==> config.mk <==
export PLATFORM = sky130hd
export DESIGN_NAME = freq_meter
export DESIGN_NICKNAME = d
export VERILOG_FILES = /design/src/rtl/freq_meter_pkg.sv /design/src/rtl/sync_edge_detect.sv /design/src/rtl/freq_meter.sv
export SDC_FILE = /design/constraint.sdc
export NUM_CORES = 1
export LEC_CHECK = 0
export CAP_MARGIN = 20
export CORE_MARGIN = 2
export CORE_UTILIZATION = 59
export CTS_BUF_LIST = sky130_fd_sc_hd__clkbuf_8
export DETAILED_ROUTE_END_ITERATION = 8
export GPL_ROUTABILITY_DRIVEN = 1
export PLACE_DENSITY = 0.85
export SLEW_MARGIN = 20
export SYNTH_ARGS = -nofsm -noshare
export SYNTH_HDL_FRONTEND = slang
export SYNTH_SLANG_ARGS = --single-unit
==> constraint.sdc <==
create_clock -name clk -period 6.03 [get_ports clk]
set_clock_uncertainty 0.2 [all_clocks]
set_input_delay 0.603 -clock clk [delete_from_list [all_inputs] [get_ports clk]]
set_output_delay 0.603 -clock clk [all_outputs]
set_load 0.1 [all_outputs]
==> src/rtl/freq_meter_pkg.sv <==
// Shared types and sizing helpers for the freq_meter gated edge counter.
package freq_meter_pkg;

    typedef enum logic [1:0] {
        WARMUP,
        IDLE,
        GATE
    } state_t;

    function automatic int gate_cnt_w(input int gate_cycles);
        return (gate_cycles < 2) ? 1 : $clog2(gate_cycles);
    endfunction

    function automatic int warmup_len(input int sync_stages);
        return sync_stages + 1;
    endfunction

endpackage

==> src/rtl/sync_edge_detect.sv <==
// Multi-flop synchroniser for an asynchronous input followed by a rising-edge pulse.
module sync_edge_detect #(
    parameter int SYNC_STAGES = 2
) (
    input  logic clk,
    input  logic rst,
    input  logic din,
    output logic edge_pulse
);

    logic [SYNC_STAGES-1:0] sync;
    logic                   dly;

    always_ff @(posedge clk) begin
        if (rst) begin
            sync <= '0;
            dly  <= 1'b0;
        end else begin
            sync <= {sync[SYNC_STAGES-2:0], din};
            dly  <= sync[SYNC_STAGES-1];
        end
    end

    assign edge_pulse = sync[SYNC_STAGES-1] & ~dly;

endmodule

==> src/rtl/freq_meter.sv <==
// Gated edge counter: counts synchronised freq_in rises over GATE_CYCLES clk cycles.
// Define FREQ_METER_CONT_EN for back-to-back (continuous) measurement windows.
module freq_meter
    import freq_meter_pkg::*;
#(
    parameter int GATE_CYCLES = 1000000,
    parameter int CNT_W       = 32,
    parameter int SYNC_STAGES = 2
) (
    input  logic             clk,
    input  logic             rst,
    input  logic             start,
    input  logic             freq_in,
    output logic             busy,
    output logic [CNT_W-1:0] count,
    output logic             valid,
    output logic             overflow
);

    localparam int GW = gate_cnt_w(GATE_CYCLES);
    localparam int WL = warmup_len(SYNC_STAGES);
    localparam int WW = $clog2(WL + 1);
    localparam logic [GW-1:0] GATE_LAST = GW'(GATE_CYCLES - 1);
    localparam logic [WW-1:0] WARM_LAST = WW'(WL - 1);

    state_t           state;
    logic [WW-1:0]    warm_cnt;
    logic [GW-1:0]    gate_cnt;
    logic [CNT_W-1:0] edge_cnt;
    logic [CNT_W-1:0] edge_cnt_nxt;
    logic             flag;
    logic             flag_nxt;
    logic             edge_pulse;

    sync_edge_detect #(
        .SYNC_STAGES(SYNC_STAGES)
    ) u_sync (
        .clk       (clk),
        .rst       (rst),
        .din       (freq_in),
        .edge_pulse(edge_pulse)
    );

    // Saturating increment: an edge arriving at all-ones is lost and flagged.
    always_comb begin
        edge_cnt_nxt = edge_cnt;
        flag_nxt     = flag;
        if (edge_pulse) begin
            if (&edge_cnt) begin
                flag_nxt = 1'b1;
            end else begin
                edge_cnt_nxt = edge_cnt + 1'b1;
            end
        end
    end

    always_ff @(posedge clk) begin
        if (rst) begin
            state    <= WARMUP;
            busy     <= 1'b1;
            warm_cnt <= '0;
            gate_cnt <= '0;
            edge_cnt <= '0;
            flag     <= 1'b0;
            count    <= '0;
            overflow <= 1'b0;
            valid    <= 1'b0;
        end else begin
            valid <= 1'b0;
            case (state)
                WARMUP: begin
                    if (warm_cnt == WARM_LAST) begin
                        state <= IDLE;
                        busy  <= 1'b0;
                    end else begin
                        warm_cnt <= warm_cnt + 1'b1;
                    end
                end
                IDLE: begin
                    if (start) begin
                        state    <= GATE;
                        busy     <= 1'b1;
                        gate_cnt <= '0;
                        edge_cnt <= '0;
                        flag     <= 1'b0;
                    end
                end
                GATE: begin
                    edge_cnt <= edge_cnt_nxt;
                    flag     <= flag_nxt;
                    if (gate_cnt == GATE_LAST) begin
                        // The edge seen in the last cycle still belongs to this window.
                        count    <= edge_cnt_nxt;
                        overflow <= flag_nxt;
                        valid    <= 1'b1;
                        gate_cnt <= '0;
`ifdef FREQ_METER_CONT_EN
                        edge_cnt <= '0;
                        flag     <= 1'b0;
`else
                        state    <= IDLE;
                        busy     <= 1'b0;
`endif
                    end else begin
                        gate_cnt <= gate_cnt + 1'b1;
                    end
                end
                default: begin
                    state    <= WARMUP;
                    busy     <= 1'b1;
                    warm_cnt <= '0;
                end
            endcase
        end
    end

endmodule

==> impl_metrics.yaml <==
synthesis:
  mappedNetlistNets: 607
  synth_warnings: 0
  synthesized_instance_count: 597
  synthDominantCellAreaShare: 0.392
  netlist_area_um2: 4850
  synth_register_bits: 95
  area_leader_netlist: "dfxtp_1"
  synthDistinctLibCells: 53
  synth-seq-area-share: 0.392
  post_synth.cell_area_avg_um2: 8.12
  yosys-top-cells-area: "dfxtp_1 39%, nor2_1 5.0%, xnor2_1 4.7%"
sta:
  rsz0062_at_grt: "false"
  final.period_utilization: 0.531
  setup_tns_ns: 0
  period_minus_slack_ns: 3.20
  finalMaxSlewViolations: 0
  tightestPinTransition_ns: 0.977
  worst_slack_ns: 2.83
  worst_rel_slew_slack: 0.347
  count_of_endpoints_failing_setup_in_the_final_report: 0
  timing.fmax_mhz: 312
  report.final.hold_viol_count: 0
layout:
  area_growth_pct: 13.2
  n_antenna_cell: 0
  num-nets-final: 621
  drive_above_1_share: 0.0617
cts:
  root_buffer: "clkbuf_8"
  cts_made_buffers: 9
  tritoncts: "built"
  ctsResizeCount: 0
  htreeDepth: 3
  clk_pin_slew_worst_paths_ns: 0.10
  holdBufCountCts: 0
  postCtsSetupBuffers: 0
  ctsLongestPathBuffers: 2
  worstSkewPairLatency_ns: 0.38
  clock_sink_count: 95
hold_path:
  worst_hold_path_type: "flip-flop to flip-flop"
  min-delay-start: "u_sync.sync[0]"
pwr:
  power.leakage_nw: 1.64
  power_per_unit_of_standard_cell_area_nw_per_um2: 238
  ir_worst_vdd_v: 0.000135
  overall_power_consumption_mw: 1.31
floorplan:
  dieHeight_um: 94.6
  placementRows: 33
  core_um2: 8090
  initial_util: 0.599
  die-width_um: 94.6
  dieArea_um2: 8960
  design.portCount: 39
placement:
  placement.io_buffers: 38
  gpl.final_weighted_congestion: 0.944
  dpl.hpwl_um: 8030
  dpl_worst_slack_ns: 2.77
setup_path:
  path_cells: "nand3_1, nor4_1, buf_4, a31o_2, o21ai_0, a311oi_1"
  r2r_start: "edge_cnt[11]"
  cp.required_ns: 6.11
  crit_path_start_kind: "flip-flop"
  crit_path_end_kind: "flip-flop"
  critPathArrivalTime_ns: 3.29
  critPathMaxStageDelay_ns: 0.82
  cp_slowest_cell: "nor4_1"
  crit_path_max_fanout: 31
  worst_setup_path_startpoint: "edge_cnt[11]"
  timing_worst_setup_path_type: "flip-flop to flip-flop"
routing:
  routed_vias: 4707
  drt_iter0_drc: 478
  detail_route.first_pass.iterations: 5
  wl_per_cell_um: 16.8
  route.detailed.drc: 0
  antenna_left: 0
  post_drt_via_cell_ratio: 6.53
  total_wire_length_after_detailed_routing_um: 12100
global_routing:
  gr-total-overflow: 0
  globalRouteTotalUtil: 0.281
  first_global_vias: 4402
  wire_length_of_the_first_global_routing_pass_um: 20400
  grt_start_max_net_pins: 49
  antenna_violations_before_repair: 0
run_status:
  run_status: "finished, final reports clean"
run:
  max_cap_violations: 0
## logic make-up (layout without fill, tap and decap cells)
| family | Yosys count | count (layout) | share of synthesized area |
|---|---|---|---|
| flops | 95 | 95 | 0.392 |
| compound gates | 168 | 168 | 0.228 |
| simple gates | 241 | 241 | 0.261 |
| xor+xnor | 28 | 28 | 0.0506 |
| fa+ha+maj | 6 | 6 | 0.0155 |
| mux | 2 | 2 | 0.00439 |
| buf+inv | 57 | 76 | 0.0483 |
## worst paths after layout
check | endpoint | slack [ns] | depth (start not counted)
hold reg to reg | u_sync.sync[1] | 0.25 | 1
setup / recovery | count[15] | 2.83 | 6
setup reg to reg | count[15] | 2.83 | 6
hold / removal | u_sync.sync[1] | 0.25 | 1
## power by group
part	total (mW)	internal (mW)	switching, mW
clock network	0.516	0.277	0.239
logic	0.142	0.0450	0.0968
registers	0.648	0.640	0.00846
total	1.31	0.962	0.344
## Yosys cell counts (all sizes together)
library cell	number
nor4b	1
and3	10
nor4	12
o31ai	11
dfxtp	95
o211ai	6
o22a	3
or4b	3
inv	17
mux2	1
nor4bb	1
nand4b	2
o311ai	1
ha	6
nand4	9
mux2i	1
a21o	4
o2111ai	1
a21oi	25
o32ai	1
xor2	2
or2	6
nand2	46
nor2	65
and2	2
a31oi	28
a211o	1
a41oi	5
nor3	14
o21ai	40
a31o	2
xnor2	26
a211oi	19
nand2b	4
a311oi	17
buf	14
clkbuf	26
o21a	2
and4	5
nand3	27
o31a	2
or4	15
nor2b	4
or3	15
## worst max-delay path: cells and delay by family (launching register included)
family	cells	cell delay, ns
and+or+nand+nor	2	1.08
AOI/OAI and AO/OA	3	1.05
DFF	1	0.48
buffers and inverters	1	0.29
## cell type report
class	instances	area, um2
Sequential cell	95	1900
Timing Repair Buffer	43	418
Fill cell	665	2610
Clock inverter	7	119
Tap cell	105	131
Multi-Input combinational cell	445	2730
Clock buffer	9	124
Inverter	17	63.8
## metrics by stage
step | cells | hold WS (ns) | cell area, um2 | utilization
after detailed placement | 705 | 0.225 | 5240 | 0.648
after global placement | 705 | 0.221 | 5240 | 0.648
after floorplan | 597 | 0.214 | 4850 | -
final | 721 | 0.246 | 5490 | 0.678
after global routing | 721 | 0.283 | 5490 | 0.678
after CTS | 721 | 0.257 | 5480 | 0.678
## state kept, by name (all words and copies together) (netlist names)
name,count
gate_cnt,20
state,2
flag,1
count,32
edge_cnt,32
warm_cnt,2
busy,1
u_sync.sync,2
valid,1
u_sync.dly,1
overflow,1
## cell usage in the layout, fill, tap and decap left out, types with 3 or more instances in the layout
master           Yosys  layout
a21oi_1             25      25
a31oi_1             28      28
nor4_1              11      11
ha_1                 6       6
or3_1               14      14
buf_4                0       5
or2_2                6       6
bufinv_16            0       3
xnor2_1             26      26
nand2b_1             4       4
nor3_1              13      13
dfxtp_1             95      95
and4_1               5       5
clkdlybuf4s50_1      0      38
a311oi_1            17      17
clkbuf_8             0       9
nor2b_1              4       4
and3_1              10       8
a21o_1               4       4
nand3_1             26      26
or4_1               14      14
a211oi_1            19      19
nand2_1             46      46
o21ai_0             39      39
nand4_1              9       9
o22a_1               3       3
nor2_1              65      65
a41oi_1              5       5
o211ai_1             6       6
inv_1               17      18
o31ai_1             11      11
## metal layers
layer	routed length [um]	GRT usage	share of wire
met5	0	0	0
met3	777	0.0391	0.064
met4	202	0.106	0.017
met1	5340	0.371	0.44
met2	5830	0.467	0.48
Note: power is estimated with default switching activity, not from simulation.
